--- config.mk ---
export PLATFORM = sky130hd
export DESIGN_NAME = fp_compare_unit
export DESIGN_NICKNAME = d
export VERILOG_FILES = /design/src/rtl/fp_compare_unit.sv
export SDC_FILE = /design/constraint.sdc
export NUM_CORES = 1
export LEC_CHECK = 0
export ABC_AREA = 1
export BUFFER_PORTS_ARGS = -buffer_cell sky130_fd_sc_hd__buf_2
export CAP_MARGIN = 40
export CORE_UTILIZATION = 46
export CTS_BUF_LIST = sky130_fd_sc_hd__clkbuf_4
export DETAILED_ROUTE_END_ITERATION = 8
export PLACE_DENSITY = 0.9
export SYNTH_ARGS = -nofsm -noshare
export SYNTH_HDL_FRONTEND = slang
export SYNTH_SLANG_ARGS = --single-unit
--- constraint.sdc ---
create_clock -name clk -period 2.4 [get_ports clk]
set_input_delay 0.48 -clock clk [delete_from_list [all_inputs] [get_ports clk]]
set_output_delay 0.48 -clock clk [all_outputs]
set_load 0.005 [all_outputs]
--- src/rtl/fp_compare_unit.sv ---
// rtl/fp_compare_unit.sv - pipelined FP compare/min-max unit (optional FCLASS via FCMP_CLASS_EN)
module fp_compare_unit #(
    parameter int EXP_W = 8,
    parameter int MAN_W = 23,
    parameter int PIPE  = 1,
    parameter int TAG_W = 6,
    localparam int W    = 1 + EXP_W + MAN_W
) (
    input  logic             clk,
    input  logic             rst,
    input  logic             flush,
    input  logic             in_valid,
    output logic             in_ready,
    input  logic [2:0]       in_op,
    input  logic [W-1:0]     in_a,
    input  logic [W-1:0]     in_b,
    input  logic [TAG_W-1:0] in_tag,
    output logic             out_valid,
    input  logic             out_ready,
    output logic [W-1:0]     out_result,
    output logic [4:0]       out_fflags,
    output logic [TAG_W-1:0] out_tag
);

    localparam logic [2:0] OP_FEQ    = 3'b000;
    localparam logic [2:0] OP_FLT    = 3'b001;
    localparam logic [2:0] OP_FLE    = 3'b010;
    localparam logic [2:0] OP_FMIN   = 3'b011;
    localparam logic [2:0] OP_FMAX   = 3'b100;
    localparam logic [2:0] OP_FCLASS = 3'b101;

    localparam logic [W-1:0] CANON_NAN = {1'b0, {EXP_W{1'b1}}, 1'b1, {(MAN_W-1){1'b0}}};

    // operand field decode
    logic             a_sign, b_sign;
    logic [EXP_W-1:0] a_exp, b_exp;
    logic [MAN_W-1:0] a_man, b_man;
    logic             a_nan, b_nan, a_snan, b_snan, a_zero, b_zero;

    assign a_sign = in_a[W-1];
    assign b_sign = in_b[W-1];
    assign a_exp  = in_a[W-2:MAN_W];
    assign b_exp  = in_b[W-2:MAN_W];
    assign a_man  = in_a[MAN_W-1:0];
    assign b_man  = in_b[MAN_W-1:0];
    assign a_nan  = (&a_exp) && (|a_man);
    assign b_nan  = (&b_exp) && (|b_man);
    assign a_snan = a_nan && !a_man[MAN_W-1];
    assign b_snan = b_nan && !b_man[MAN_W-1];
    assign a_zero = (in_a[W-2:0] == '0);
    assign b_zero = (in_b[W-2:0] == '0);

    logic         s0_lt, s0_eq, s0_lt_mm, s0_nv;
    logic [W-1:0] s0_res;
    logic [9:0]   class_mask;

    // stage 0: ordered compare, NaN rules and result selection
    always_comb begin
        s0_lt      = 1'b0;
        s0_eq      = 1'b0;
        s0_lt_mm   = 1'b0;
        s0_nv      = 1'b0;
        s0_res     = '0;
        class_mask = '0;

        // +0 and -0 are equal for ordered compares; min/max treats -0 as smaller
        s0_eq = !(a_nan || b_nan) && ((in_a == in_b) || (a_zero && b_zero));
        if (a_sign != b_sign) begin
            s0_lt = a_sign && !(a_zero && b_zero);
        end else if (!a_sign) begin
            s0_lt = in_a[W-2:0] < in_b[W-2:0];
        end else begin
            s0_lt = in_b[W-2:0] < in_a[W-2:0];
        end
        s0_lt_mm = s0_lt || (a_zero && b_zero && a_sign && !b_sign);

        class_mask[0] = a_sign && (&a_exp) && (a_man == '0);
        class_mask[1] = a_sign && !(&a_exp) && (a_exp != '0);
        class_mask[2] = a_sign && (a_exp == '0) && (a_man != '0);
        class_mask[3] = a_sign && a_zero;
        class_mask[4] = !a_sign && a_zero;
        class_mask[5] = !a_sign && (a_exp == '0) && (a_man != '0);
        class_mask[6] = !a_sign && !(&a_exp) && (a_exp != '0);
        class_mask[7] = !a_sign && (&a_exp) && (a_man == '0);
        class_mask[8] = a_snan;
        class_mask[9] = a_nan && !a_snan;

        case (in_op)
            OP_FEQ: begin
                s0_res = {{(W-1){1'b0}}, s0_eq};
                s0_nv  = a_snan || b_snan;
            end
            OP_FLT: begin
                s0_res = {{(W-1){1'b0}}, s0_lt && !(a_nan || b_nan)};
                s0_nv  = a_nan || b_nan;
            end
            OP_FLE: begin
                s0_res = {{(W-1){1'b0}}, (s0_lt || s0_eq) && !(a_nan || b_nan)};
                s0_nv  = a_nan || b_nan;
            end
            OP_FMIN, OP_FMAX: begin
                s0_nv = a_snan || b_snan;
                if (a_nan && b_nan) begin
                    s0_res = CANON_NAN;
                end else if (a_nan) begin
                    s0_res = in_b;
                end else if (b_nan) begin
                    s0_res = in_a;
                end else if (in_op == OP_FMIN) begin
                    s0_res = s0_lt_mm ? in_a : in_b;
                end else begin
                    s0_res = s0_lt_mm ? in_b : in_a;
                end
            end
`ifdef FCMP_CLASS_EN
            OP_FCLASS: begin
                s0_res = {{(W-10){1'b0}}, class_mask};
            end
`else
            OP_FCLASS: begin
                s0_res = '0;
            end
`endif
            default: begin
                s0_res = '0;
                s0_nv  = 1'b0;
            end
        endcase
    end

    // pipeline state
    logic [PIPE-1:0] v_q, v_d;
    logic [PIPE-1:0] nv_q, nv_d;
    logic [W-1:0]     res_q [PIPE];
    logic [W-1:0]     res_d [PIPE];
    logic [TAG_W-1:0] tag_q [PIPE];
    logic [TAG_W-1:0] tag_d [PIPE];
    logic [PIPE-1:0]  adv;

    // stage k may move forward if any later stage is empty or the output is taken
    always_comb begin
        logic go;
        adv          = '0;
        go           = out_ready;
        adv[PIPE-1]  = go;
        for (int k = PIPE - 2; k >= 0; k--) begin
            go     = go || !v_q[k+1];
            adv[k] = go;
        end
    end

    assign in_ready = !rst && !flush && (!v_q[0] || adv[0]);

    // next-state for valid bits and stage payloads; payload only moves with a valid op
    always_comb begin
        v_d  = v_q;
        nv_d = nv_q;
        for (int k = 0; k < PIPE; k++) begin
            res_d[k] = res_q[k];
            tag_d[k] = tag_q[k];
        end

        if (in_ready) begin
            v_d[0] = in_valid;
            if (in_valid) begin
                res_d[0] = s0_res;
                nv_d[0]  = s0_nv;
                tag_d[0] = in_tag;
            end
        end else if (adv[0]) begin
            v_d[0] = 1'b0;
        end

        for (int k = 1; k < PIPE; k++) begin
            if (adv[k-1]) begin
                v_d[k] = v_q[k-1];
                if (v_q[k-1]) begin
                    res_d[k] = res_q[k-1];
                    nv_d[k]  = nv_q[k-1];
                    tag_d[k] = tag_q[k-1];
                end
            end else if (adv[k]) begin
                v_d[k] = 1'b0;
            end
        end

        if (flush) begin
            v_d = '0;
        end
    end

    // register update with synchronous reset of all stages
    always_ff @(posedge clk) begin
        if (rst) begin
            v_q  <= '0;
            nv_q <= '0;
            for (int k = 0; k < PIPE; k++) begin
                res_q[k] <= '0;
                tag_q[k] <= '0;
            end
        end else begin
            v_q  <= v_d;
            nv_q <= nv_d;
            for (int k = 0; k < PIPE; k++) begin
                res_q[k] <= res_d[k];
                tag_q[k] <= tag_d[k];
            end
        end
    end

    assign out_valid  = v_q[PIPE-1];
    assign out_result = res_q[PIPE-1];
    assign out_fflags = {nv_q[PIPE-1], 4'b0000};
    assign out_tag    = tag_q[PIPE-1];

endmodule
==> results by group <==
Clock network
  • H-Tree Depth: 2
  • CTS tree: built
  • Root Buffer Master: clkbuf_4
  • Clk_lat worst skew: around 0.35 ns
  • Clock buffer depth: 2
  • # hold bufs at CTS: 0
  • Total CTS buffers: 5
  • Clock Pin Slew Worst Setup and Hold Paths: roughly 0.13 ns
  • Clock Sink Count: 40

Worst setup path
  • Endpoint class of the critical path: register
  • Top cell family by delay on the critical path: simple AND/OR/NAND/NOR gates
  • WP data required: 2.70 ns
  • Setup CP Type: in -> reg
  • Type of origin of the critical path: primary input
  • CP cell instances: buf_4 -> ha_4 -> nand2_4 -> nor2_4 -> nand4_1 -> nor2_2 -> nand2_1 -> nand3_1 -> nand3_2 -> nand2_2 -> nand2_2 -> nand2_2 -> nand3_4 -> buf_4 -> buf_4 -> nand3_1 -> nand3_1 -> nand2_1 -> nand2_1 -> a21oi_1
  • Critical R2R Launch: out_valid$_SDFFE_PP0P_
  • WP data arrival: 2.77 ns
  • Worst Path Buf+Inv: 3
  • WP depth: 20
  • Worst R2R End: res_q[0][23]$_SDFFE_PP0P_
  • Reg2reg setup slack: 0.66 ns
  • CP max-delay cell: ha_4
  • CP max stage delay: 0.28 ns
  • Reg2reg path depth: 8
  • CP max FO: 3

Power and ir drop
  • Peak supply drop: 0.000194 V
  • LEAKAGE: 0.00241 µW
  • Pwr Total: 1840 µW
  • Power Dens Cells: around 390 nW/µm²

Place
  • PortBufs: 118
  • RePlAce Congestion: 0.947
  • Placed instance area: 4230 µm²
  • Placed insts: between 700 and 800
  • Dpl hpwl: 7700 µm

Timing
  • Setup violations, final: 17
  • Fin Hold WS: 0.365 ns
  • Max-slew headroom: about 60%
  • Worst slew pin tran: around 0.59 ns
  • Final setup margin: -0.0710 ns
  • Fin crit share: 103%
  • RSZ-0062 raised after global routing: yes
  • Pins Over Slew Limit: 0
  • FMAX: 0.405 GHz
  • Setup Skew: around 0.0022 ns
  • Final min period: roughly 2.5 ns
  • Final number of hold-violating endpoints: 0

Die
  • Initial Utilization: 48.3%
  • Core area: 6460 µm²
  • Io pins: 123
  • Row cnt: 29
  • Die ar.: 7110 µm²
  • Chip width: 84.3 µm
  • Die height: 84.3 µm

Run status
  • Status: finished, violations left
  • Failing checks: design-rule violations, negative setup slack

Min path
  • Worst Hold Path Cells: 4
  • Worst Hold Class: in -> reg
  • Hold Path End: out_valid$_SDFFE_PP0P_
  • Worst hold path startpoint: flush

Synthesis
  • Synth warnings: 0
  • Most area-hungry cell type in the Yosys netlist: dfxtp_1
  • Register area share after synthesis: 25.7%
  • Synth top area share: 25.7%
  • Top cells by area, synth: dfxtp_1, nand2_1, ha_1
  • Flops & latches, synth: 40
  • Syn Inst Count: between 400 and 500
  • Mean Syn Cell Area: around 6.6 µm²
  • Mapped cell area: between 3000 and 4000 µm²
  • Count of different cell masters after synthesis: 31

Finish
  • Finished Core Util: 72.3%
  • Fin cells: between 700 and 800
  • Diodes inserted: 0
  • Nets: 769
  • Design Area, Final: 4670 µm²
  • Fill count: between 400 and 500
  • Area Overhead vs Synth: 49.9%
  • Fraction of layout cells with a size suffix above 1: 39.6%

Drt
  • WL per Instance: 14.8 µm
  • 1st-iter DRT viols: 318
  • DRC: 10
  • Vias per cell: 5.42
  • Total Routed Length: 10900 µm
  • Vias: roughly 4000
  • Pre-antenna DRT Iters: 8
  • Antenna Nets Post-Route: 0

GRT
  • Total Routing Usage GR: 26.6%
  • Antenna violations before repair: 0
  • Largest net degree at the start of global routing: 40
  • Global-route wire length before repair: between 15000 and 20000 µm
  • GRT overflow: 0
  • Vias in the first global route: 3738

Job
  • Max Cap Violations: 0
[synthesized netlist by cell type, drive strengths merged]
cell type	instances
a211o	1
conb	1
nand2	133
buf	12
nand3	23
nand4	15
dfxtp	40
inv	78
nor3	4
o31ai	1
nor4	7
o22ai	1
o311ai	1
ha	33
o211ai	32
clkbuf	9
a21o	2
a21oi	51
o21ai	2
nor2	27
or3	1
[cell families after synthesis]
family | after synthesis | share of synthesized area [%]
AND/OR/NAND/NOR | 210 | 29.4
AO/OA/AOI/OAI | 91 | 17.9
adder cells (fa/ha/maj) | 33 | 13.2
other | 1 | 0.120
flip-flops | 40 | 25.7
buffers and inverters | 99 | 13.6
[stage by stage]
step                setup WS [ns]  TNS (ns)
detailed placement         -0.415    -11.46
finish                    -0.0710    -0.244
floorplan                  0.0178         0
CTS                      -0.00413  -0.00520
global route               -0.200     -3.99
global placement           -0.263     -7.64
[timing repair]
action | CTS | global route
resized for setup | 1 | 63
pin swaps | 0 | 24
hold endpoints to repair | 0 | 0
endpoints found under the setup margin | 10 | 31
cloned | 0 | 1
setup buffers | 0 | 5
[layout make-up]
| type | instances | area [µm²] | area share (%) |
|---|---|---|---|
| well taps | 77 | 96.3 | 2.06 |
| inverters | 78 | 305 | 6.54 |
| flip-flops and latches | 40 | 801 | 17.1 |
| clock buffers | 5 | 37.5 | 0.804 |
| multi-input cells | 338 | 2110 | 45.3 |
| repair buffers | 195 | 1270 | 27.2 |
| clock inverters | 3 | 46.3 | 0.991 |
[state kept, by name, indices dropped and copies added, names as in the netlist]
name,flops
out_valid,1
res_q,32
tag_q,6
nv_q,1
[cells in the final DEF, fill, tap and decap left out, types with 5 or more instances in the layout]
cell        n
dfxtp_1    40
buf_6       7
nand2_1   119
nand3_1    20
buf_2     109
ha_4       10
clkbuf_4    5
nor4_1      7
o211ai_1   32
nand2_2    11
inv_1      57
inv_2      18
a21oi_1    50
nand4_1    15
buf_4      74
nor2_1     20
ha_1       23
[power by group]
part | switching (µW) | internal [µW] | total [µW]
combinational | 361 | 308 | 669
clock | 255 | 223 | 478
sequential | 8.88 | 680 | 689
[tightest hold or removal path, stage by stage]
cell and delay (ns):
buf_2 0.08, nor2_1 0.03, inv_1 0.06, nor2_1 0.04
[worst max path at each step]
| stage | startpoint | end |
|---|---|---|
| 2_1_floorplan | in_a[22] | res_q[0][13]$_SDFFE_PP0P_ |
| 3_3_place_gp | in_a[22] | res_q[0][25]$_SDFFE_PP0P_ |
| 3_5_place_dp | in_a[30] | res_q[0][13]$_SDFFE_PP0P_ |
| 4_1_cts | in_a[30] | res_q[0][4]$_SDFFE_PP0P_ |
| 5_1_grt | in_a[1] | res_q[0][0]$_SDFFE_PP0P_ |
| 6_report | in_b[29] | res_q[0][0]$_SDFFE_PP0P_ |
[per-layer routing]
metal	GRT usage (%)	part of all wire [%]	vias up
met5	0	0	-
met4	7.52	3.5	0
met3	4.62	7.0	35
met2	50.1	50	210
met1	30.8	39	1807
li1	-	-	1935
Note: power is estimated with default switching activity, not from simulation.
